<file path="src/rtl/env_adsr_if.sv">
// env_adsr_if -- control/status bundle between a note sequencer and the
// ADSR envelope generator. The sequencer is the master, env_adsr the slave.
interface env_adsr_if;
   logic        tick;
   logic        gate;
   logic [15:0] attack_step;
   logic [15:0] decay_step;
   logic [15:0] sustain_level;
   logic [15:0] release_step;
   logic [15:0] env;
   logic        busy;
   logic        done;

   modport master (
      output tick, gate, attack_step, decay_step, sustain_level, release_step,
      input  env, busy, done
   );

   modport slave (
      input  tick, gate, attack_step, decay_step, sustain_level, release_step,
      output env, busy, done
   );
endinterface

</file>
<file path="src/rtl/env_adsr.sv">
// env_adsr -- ADSR envelope generator, Q2.14 unsigned level 0..MAXL.
// Each tick advances the envelope one step; gate edges move between phases.
// Optional macro ENV_RETRIG_HARD_EN: a gate rise while a note is still
// sounding restarts the attack from zero instead of from the current level.
module env_adsr #(
   parameter logic [15:0] MAXL = 16'h4000
) (
   input  logic       clk,
   input  logic       reset,
   env_adsr_if.slave  bus
);

   typedef enum logic [2:0] {
      S_IDLE, S_ATTACK, S_DECAY, S_SUSTAIN, S_RELEASE
   } state_t;

   localparam logic [16:0] MAXL17 = {1'b0, MAXL};

   state_t      state_q, state_d;
   logic [15:0] level_q, level_d;
   logic        gate_q, gate_d;
   logic        busy_q, busy_d;
   logic        done_q, done_d;

   logic        rise, fall;
   logic [15:0] sus_lvl;
   logic [16:0] att_sum, dec_lim;

   assign rise    = bus.gate & ~gate_q;
   assign fall    = ~bus.gate & gate_q;
   assign gate_d  = bus.gate;
   // Sustain above full scale would let the envelope exceed MAXL.
   assign sus_lvl = (bus.sustain_level > MAXL) ? MAXL : bus.sustain_level;
   // 17-bit sums so neither the attack add nor the decay limit can wrap.
   assign att_sum = {1'b0, level_q} + {1'b0, bus.attack_step};
   assign dec_lim = {1'b0, sus_lvl} + {1'b0, bus.decay_step};

   // Next-state and level computation; gate edges take priority over tick.
   always_comb begin
      state_d = state_q;
      level_d = level_q;
      done_d  = 1'b0;
      case (state_q)
         S_IDLE: begin
            if (rise) state_d = S_ATTACK;
         end
         S_ATTACK, S_DECAY, S_SUSTAIN: begin
            if (fall) begin
               state_d = S_RELEASE;
`ifdef ENV_RETRIG_HARD_EN
            end else if (rise) begin
               level_d = 16'h0000;
               state_d = S_ATTACK;
`endif
            end else if (state_q == S_SUSTAIN) begin
               level_d = sus_lvl;
            end else if (bus.tick && state_q == S_ATTACK) begin
               if (bus.attack_step == 16'h0000 || att_sum >= MAXL17) begin
                  level_d = MAXL;
                  state_d = S_DECAY;
               end else begin
                  level_d = att_sum[15:0];
               end
            end else if (bus.tick) begin
               if (bus.decay_step == 16'h0000 || {1'b0, level_q} <= dec_lim) begin
                  level_d = sus_lvl;
                  state_d = S_SUSTAIN;
               end else begin
                  level_d = level_q - bus.decay_step;
               end
            end
         end
         S_RELEASE: begin
            if (rise) begin
`ifdef ENV_RETRIG_HARD_EN
               level_d = 16'h0000;
`endif
               state_d = S_ATTACK;
            end else if (bus.tick) begin
               if (bus.release_step == 16'h0000 || level_q <= bus.release_step) begin
                  level_d = 16'h0000;
                  state_d = S_IDLE;
                  done_d  = 1'b1;
               end else begin
                  level_d = level_q - bus.release_step;
               end
            end
         end
         default: begin
            state_d = S_IDLE;
            level_d = 16'h0000;
         end
      endcase
      busy_d = (state_d != S_IDLE);
   end

   // State, level and registered status outputs; reset abandons any note.
   always_ff @(posedge clk) begin
      if (reset) begin
         state_q <= S_IDLE;
         level_q <= 16'h0000;
         gate_q  <= 1'b0;
         busy_q  <= 1'b0;
         done_q  <= 1'b0;
      end else begin
         state_q <= state_d;
         level_q <= level_d;
         gate_q  <= gate_d;
         busy_q  <= busy_d;
         done_q  <= done_d;
      end
   end

   assign bus.env  = level_q;
   assign bus.busy = busy_q;
   assign bus.done = done_q;

endmodule

</file>
<file path="src/flat_wrapper.sv">
// flat-port wrapper written by rule: the top's interface ports become plain ports
module env_adsr_flat 
#(
   parameter logic [15:0] MAXL = 16'h4000
)
  (clk, reset, bus_tick, bus_gate, bus_attack_step, bus_decay_step, bus_sustain_level, bus_release_step, bus_env, bus_busy, bus_done);
  env_adsr_if bus_i ();
  input  logic clk;
  input  logic reset;
  input wire logic [$bits(bus_i.tick)-1:0] bus_tick;
  input wire logic [$bits(bus_i.gate)-1:0] bus_gate;
  input wire logic [$bits(bus_i.attack_step)-1:0] bus_attack_step;
  input wire logic [$bits(bus_i.decay_step)-1:0] bus_decay_step;
  input wire logic [$bits(bus_i.sustain_level)-1:0] bus_sustain_level;
  input wire logic [$bits(bus_i.release_step)-1:0] bus_release_step;
  output wire logic [$bits(bus_i.env)-1:0] bus_env;
  output wire logic [$bits(bus_i.busy)-1:0] bus_busy;
  output wire logic [$bits(bus_i.done)-1:0] bus_done;
  assign bus_i.tick = bus_tick;
  assign bus_i.gate = bus_gate;
  assign bus_i.attack_step = bus_attack_step;
  assign bus_i.decay_step = bus_decay_step;
  assign bus_i.sustain_level = bus_sustain_level;
  assign bus_i.release_step = bus_release_step;
  assign bus_env = bus_i.env;
  assign bus_busy = bus_i.busy;
  assign bus_done = bus_i.done;
  env_adsr #(.MAXL(MAXL)) u_core (.clk(clk), .reset(reset), .bus(bus_i));
endmodule
</file>
<file path="config.mk">
export PLATFORM = sky130hd
export DESIGN_NAME = env_adsr_flat
export DESIGN_NICKNAME = d
export VERILOG_FILES = /design/src/rtl/env_adsr_if.sv /design/src/rtl/env_adsr.sv /design/src/flat_wrapper.sv
export SDC_FILE = /design/constraint.sdc
export NUM_CORES = 1
export LEC_CHECK = 0
export BUFFER_PORTS_ARGS = -buffer_cell sky130_fd_sc_hd__buf_2
export CAP_MARGIN = 20
export CORE_MARGIN = 5
export CORE_UTILIZATION = 55
export DETAILED_ROUTE_END_ITERATION = 6
export PLACE_DENSITY = 0.88
export SYNTH_ARGS = -nofsm -noshare
export SYNTH_HDL_FRONTEND = slang
export SYNTH_SLANG_ARGS = --single-unit
</file>
<file path="constraint.sdc">
create_clock -name clk -period 6.6 [get_ports clk]
set_input_delay 0.66 -clock clk [delete_from_list [all_inputs] [get_ports clk]]
set_output_delay 0.66 -clock clk [all_outputs]
set_load 0.05 [all_outputs]
</file>
# Yosys cells after proc, flatten, opt, wreduce, memory -nomap -nowiden
# Index checks and enable logic that the tools add are counted.
[op_classes] eq_ne=8 n_bitwise=7 n_mul=0 div_mod_pow=0 addsub=4 shift=0 n_lt_le_gt_ge=4 mux=23 reduce_logical=12
[op_table] cell="$mux W16" n=10
[op_table] cell="$logic_not A16 Y1" n=3
[op_table] cell="$pmux W16 S3" n=1
[op_table] cell="$add A16 B16 Y17" n=2
[op_table] cell="$sub A16 B16 Y16" n=2
[op_table] cell="$mux W3" n=10
[op_table] cell="$ge A17 B15 Y1 const B" n=1
[op_table] cell="$le A16 B17 Y1" n=1
[op_table] cell="$gt A16 B15 Y1 const B" n=1
[op_table] cell="$le A16 B16 Y1" n=1
[op_table] cell="$pmux W3 S3" n=1
[op_table] cell="$eq A3 B2 Y1 const B" n=2
[op_table] cell="$ne A2 B2 Y1 const B" n=3
[op_table] cell="$not A1 Y1" n=5
[op_table] cell="$reduce_and A5 Y1" n=1
[op_table] cell="$ne A4 B2 Y1 const B" n=1
[op_table] cell="$reduce_or A4 Y1" n=1
[op_table] cell="$eq A3 B1 Y1 const B" n=1
[op_table] cell="$eq A3 B3 Y1 const B" n=1
[op_table] cell="$logic_not A3 Y1" n=1
[op_table] cell="$logic_or A1 B1 Y1" n=3
[op_table] cell="$reduce_bool A3 Y1" n=1
[op_table] cell="$reduce_or A3 Y1" n=1
[op_table] cell="$and A1 B1 Y1" n=2
[op_table] cell="2 further kinds" n=2
[word_totals] rom_bits=0 register_bits=22 n_memories=0 ram_bits=0 latchBits=0 elab_cells=63

# Longest topological paths before layout
[depth] word_depth=12 mapped_depth=24 depth_no_buf=22

# Worst setup path before layout
# No wires, ideal clock.
[synth_path] kind="input-to-reg" from="input bus_sustain_level[7]" to="register u_core.level_q[11] (netlist: u_core.bus.env[11])" stages=20 setup_ns=0.070 arrival_time_ns=5.019 required_time_ns=6.530 slack_ns=1.511 path_buffers=0 cell_sequence="nor4_1 -> a41oi_1 -> nor2b_1 -> ha_1 -> a211oi_1 -> o21ai_0 -> a221oi_1 -> a2111oi_0 -> o31a_1 -> o21ai_0 -> nand2b_1 -> xnor2_1 -> ha_1 -> nand4_1 -> nor4_1 -> nor4b_2 -> nand3_2 -> or4_1 -> a32o_1 -> a21oi_1"
[synth_via] elab_chain_len=11
[synth_lines] element="start: declaration" line_no="flat_wrapper.sv:14" source="input wire logic [$bits(bus_i.sustain_level)-1:0] bus_sustain_level;"
[synth_lines] element="$gt A16 B15 Y1" line_no="env_adsr.sv:33" source="assign sus_lvl = (bus.sustain_level > MAXL) ? MAXL : bus.sustain_level;"
[synth_lines] element="$mux W16 *" line_no="env_adsr.sv:33"
[synth_lines] element="$add A16 B16 Y17" line_no="env_adsr.sv:36" source="assign dec_lim = {1'b0, sus_lvl} + {1'b0, bus.decay_step};"
[synth_lines] element="$le A16 B17 Y1" line_no="env_adsr.sv:65" source="if (bus.decay_step == 16'h0000 || {1'b0, level_q} <= dec_lim) begin"
[synth_lines] element="$logic_or A1 B1 Y1" line_no="env_adsr.sv:65"
[synth_lines] element="$mux W16" line_no="env_adsr.sv:65"
[synth_lines] element="$mux W16" line_no="env_adsr.sv:64" source="end else if (bus.tick) begin"
[synth_lines] element="$mux W16" line_no="env_adsr.sv:57" source="end else if (bus.tick && state_q == S_ATTACK) begin"
[synth_lines] element="$mux W16 *" line_no="env_adsr.sv:55" source="end else if (state_q == S_SUSTAIN) begin"
[synth_lines] element="$mux W16 *" line_no="env_adsr.sv:48" source="if (fall) begin"
[synth_lines] element="$pmux W16 S3 *" line_no="env_adsr.sv:43" source="case (state_q)"
[synth_lines] element="end signal: assignment" line_no="env_adsr.sv:107" source="level_q <= level_d;"
[synth_lines] element="end: declaration" line_no="env_adsr.sv:20" source="logic [15:0] level_q, level_d;"
# Every way passes the cells marked *; elsewhere a longest branch is shown, timed or not. The select of a mux whose other input is x is not followed.
# A chain may end at the register's enable or synchronous reset.

# Final worst setup path
[layout_path] from="input bus_sustain_level[3]" to="register u_core.level_q[8] (netlist: u_core.bus.env[8])"
# The elaborated chain is that of the path after synthesis.

==> flow_summary.yaml <==
route:
  via_count: 5873
  drtIter0Drc: 666
  postRouteAntennaNets: 0
  vias_per_cell: 6.34
  finalWirelength_mm: 16.0
  wire_per_inst_um: 17.3
  drc: 0
  first_pass_iters: 5
synthesis:
  synth_flop_cell: "dfxtp_1"
  synth_edf_count: 0
  synthMuxAreaShare_pct: 2.55
  synth_cell_types: 77
  avgSynthCellArea_um2: 7.29
  ys_async_sr_fraction_pct: 0
  postSynthCellCount: 719
  synth-compound-area-share_pct: 29.3
  synth_seq_cells: 22
  yosys.area_share.xor_xnor_pct: 7.52
  seq_area_frac_synth_pct: 8.40
  synthesis.area_um2: 5240
  synth_fa_ha_area_share_pct: 20.6
  syn_nets: 871
  synth_top_family_by_area: "compound AO/OA/AOI/OAI gates"
  synth_simple_gate_area_share_pct: 25.9
  yosys_warnings: 0
flow_run:
  maxCapViolations: 0
finish:
  area_delta_synth_final_pct: 11.0
  final_layout_size_suffix_gt1_share_pct: 14.9
  final_common_cell: "buf_2"
  fill_cells: 863
  antenna_cells: 0
  nets: 950
  final_core_utilization_pct: 62.7
  layout_common_cells: "buf_2, ha_1, a21oi_1"
clocking:
  cts_inserted_buffers: 3
  post_cts.repair.setup_buffers: 0
  cts_tree: "built"
  cts_resized: 0
  htreeDepth: 1
  clock_path_buffers: 2
  cts-root-buf: "clkbuf_8"
  cts.clk_slew.worst_paths_ns: 0.09
  clock-sinks: 22
  clk_latency_ns: 0.27
  ctsHoldBuffers: 0
worst_setup_path:
  cp-end-kind: "flop"
  critPathArrivalTime_ns: 6.26
  cp_max_fo: 13
  critPathLaunchType: "primary input"
  criticalPathCategory: "primary input to flop"
  worstPathRequired_ns: 6.75
  crit_start: "bus_sustain_level[3]"
  timing.rr.start: "u_core.bus.env[0]$_SDFFE_PP0P_"
floorplanning:
  dieArea_um2: 11600
  die_width_um: 108
  die_h_um: 108
  start_util_pct: 56.5
  core_area_um2: 9280
  fp-row-count: 35
  io_pins: 86
global_routing:
  grt_overflow: 0
  grt_usage_pct: 26.8
  grt_pass1_vias: 5512
  antenna_found_initial: 0
  grt_max_degree: 28
  grt_pass1_wl_mm: 25.7
timing:
  max_freq_mhz: 164
  rsz0062_at_grt: "no"
  tightest_slew_ns: 0.856
  skew_ns: 0.00663
  fin_setup_tns_ns: 0
  period_minus_slack_ns: 6.11
  maxSlewHeadroom_pct: 42.3
  final.period_utilization_pct: 92.6
  setup_violations: 0
  final-hold-violation-count: 0
  slew_violations: 0
place:
  io_buffers: 85
  post-dp-hpwl_mm: 13.4
  finalWeightedCongestion: 0.973
run_status:
  outcome: "completed"
power:
  power_w: 0.000732
  power_density_nw_per_um2: 126
  vdd_ir_drop_max_uv: 83.3
  power_leakage_nw: 2.83
hold_path:
  min_from: "u_core.gate_q$_SDFF_PP0_"
  hold_class: "flop to flop"
-- worst max-delay path, cell delays in order --
cell and delay, ns:
buf_2 0.12, nor4_1 0.47, a41oi_1 0.40, nor2b_1 0.39, ha_1 0.32, a211oi_1 0.32, o21ai_0 0.17, a221oi_1 0.49
a2111oi_0 0.29, o31a_1 0.33, o21ai_0 0.15, nand2b_1 0.09, xnor2_1 0.13, ha_1 0.28, nand4_1 0.10, nor4_1 0.06
nor4b_2 0.29, nand3_2 0.22, buf_4 0.26, mux2i_1 0.13, a2111oi_0 0.46, nor2_1 0.10
-- Yosys cell counts, drive strengths merged (3+ instances only) --
master,instances,share of area [%]
dfxtp,22,8.4
and4,3,0.53
and2,5,0.60
a211oi,19,2.8
nand4,11,1.3
xor2,22,3.7
a21oi,57,5.4
nand2b,11,1.3
o21ai,43,4.1
o22ai,4,0.48
or2,5,0.60
or3,9,1.1
a21o,21,3.0
a41oi,3,0.50
xnor2,23,3.8
o21bai,7,1.0
nor3,26,2.5
a2111oi,4,0.67
nand3,18,1.8
and3,10,1.2
o31a,3,0.50
nand4b,4,0.67
o211ai,8,1.2
o31ai,6,1.2
inv,52,3.7
nor2b,16,1.9
nand2,52,3.7
clkbuf,10,0.91
mux2,3,0.64
buf,6,1.0
mux2i,10,1.9
nor3b,3,0.52
nor4,21,2.5
nor2,56,4.0
a221oi,4,0.67
ha,80,19
o21a,14,2.0
fa,4,1.5
a31oi,9,1.1
o221ai,3,0.50
-- where the power goes --
group	leakage [nW]	total, W	internal (W)	switching (W)
Clock	0.0288	0.000101	0.0000534	0.0000478
Combinational	2.62	0.000467	0.000186	0.000282
Sequential	0.179	0.000164	0.000142	0.0000211
-- logic make-up after synthesis --
kind of cell / after synthesis
AO/OA/AOI/OAI: 227
XOR/XNOR: 45
adder cells (fa/ha/maj): 84
buffers and inverters: 68
flip-flops: 22
multiplexers: 13
other: 1
AND/OR/NAND/NOR: 259
-- per-stage QoR --
stage | instances | cell area (um^2) | hold WS [ns] | worst slack (ns)
2_1_floorplan | 719 | 5240 | 0.501 | 1.51
3_3_place_gp | 922 | 5770 | 0.544 | 0.599
3_5_place_dp | 922 | 5770 | 0.546 | 0.372
4_1_cts | 926 | 5820 | 0.564 | 0.633
5_1_grt | 926 | 5820 | 0.628 | 0.177
6_report | 926 | 5820 | 0.566 | 0.492
-- registers in the layout (all words and copies together), names as in the netlist --
register / count
u_core.bus.env: 16
u_core.state_q: 3
u_core.bus.busy: 1
u_core.bus.done: 1
u_core.gate_q: 1
-- worst paths after layout --
path / to / slack, ns / cells after the start
worst max-delay path: u_core.bus.env[8]$_SDFFE_PP0P_ / 0.49 / 22
worst min-delay path: u_core.state_q[2]$_SDFF_PP0_ / 0.57 / 1
worst max register to register: u_core.bus.busy$_SDFF_PP0_ / 3.18 / 12
worst min register to register: u_core.state_q[2]$_SDFF_PP0_ / 0.57 / 1
-- routing by layer --
metal	vias up	global-route usage [%]	part of all wire [%]
met4	0	11.3	3.8
met5	-	0	0
li1	2867	-	-
met2	286	43.7	45
met3	42	2.04	8.6
met1	2678	36.1	43
-- area by class of cell --
class | instances | area (um^2) | area share, %
multi-input combinational | 629 | 4510 | 77.4
timing repair buffer | 90 | 463 | 7.95
sequential | 22 | 440 | 7.56
inverter | 52 | 195 | 3.35
tap | 129 | 161 | 2.77
clock buffer | 4 | 55.1 | 0.945
(Power assumes the default switching activity.)
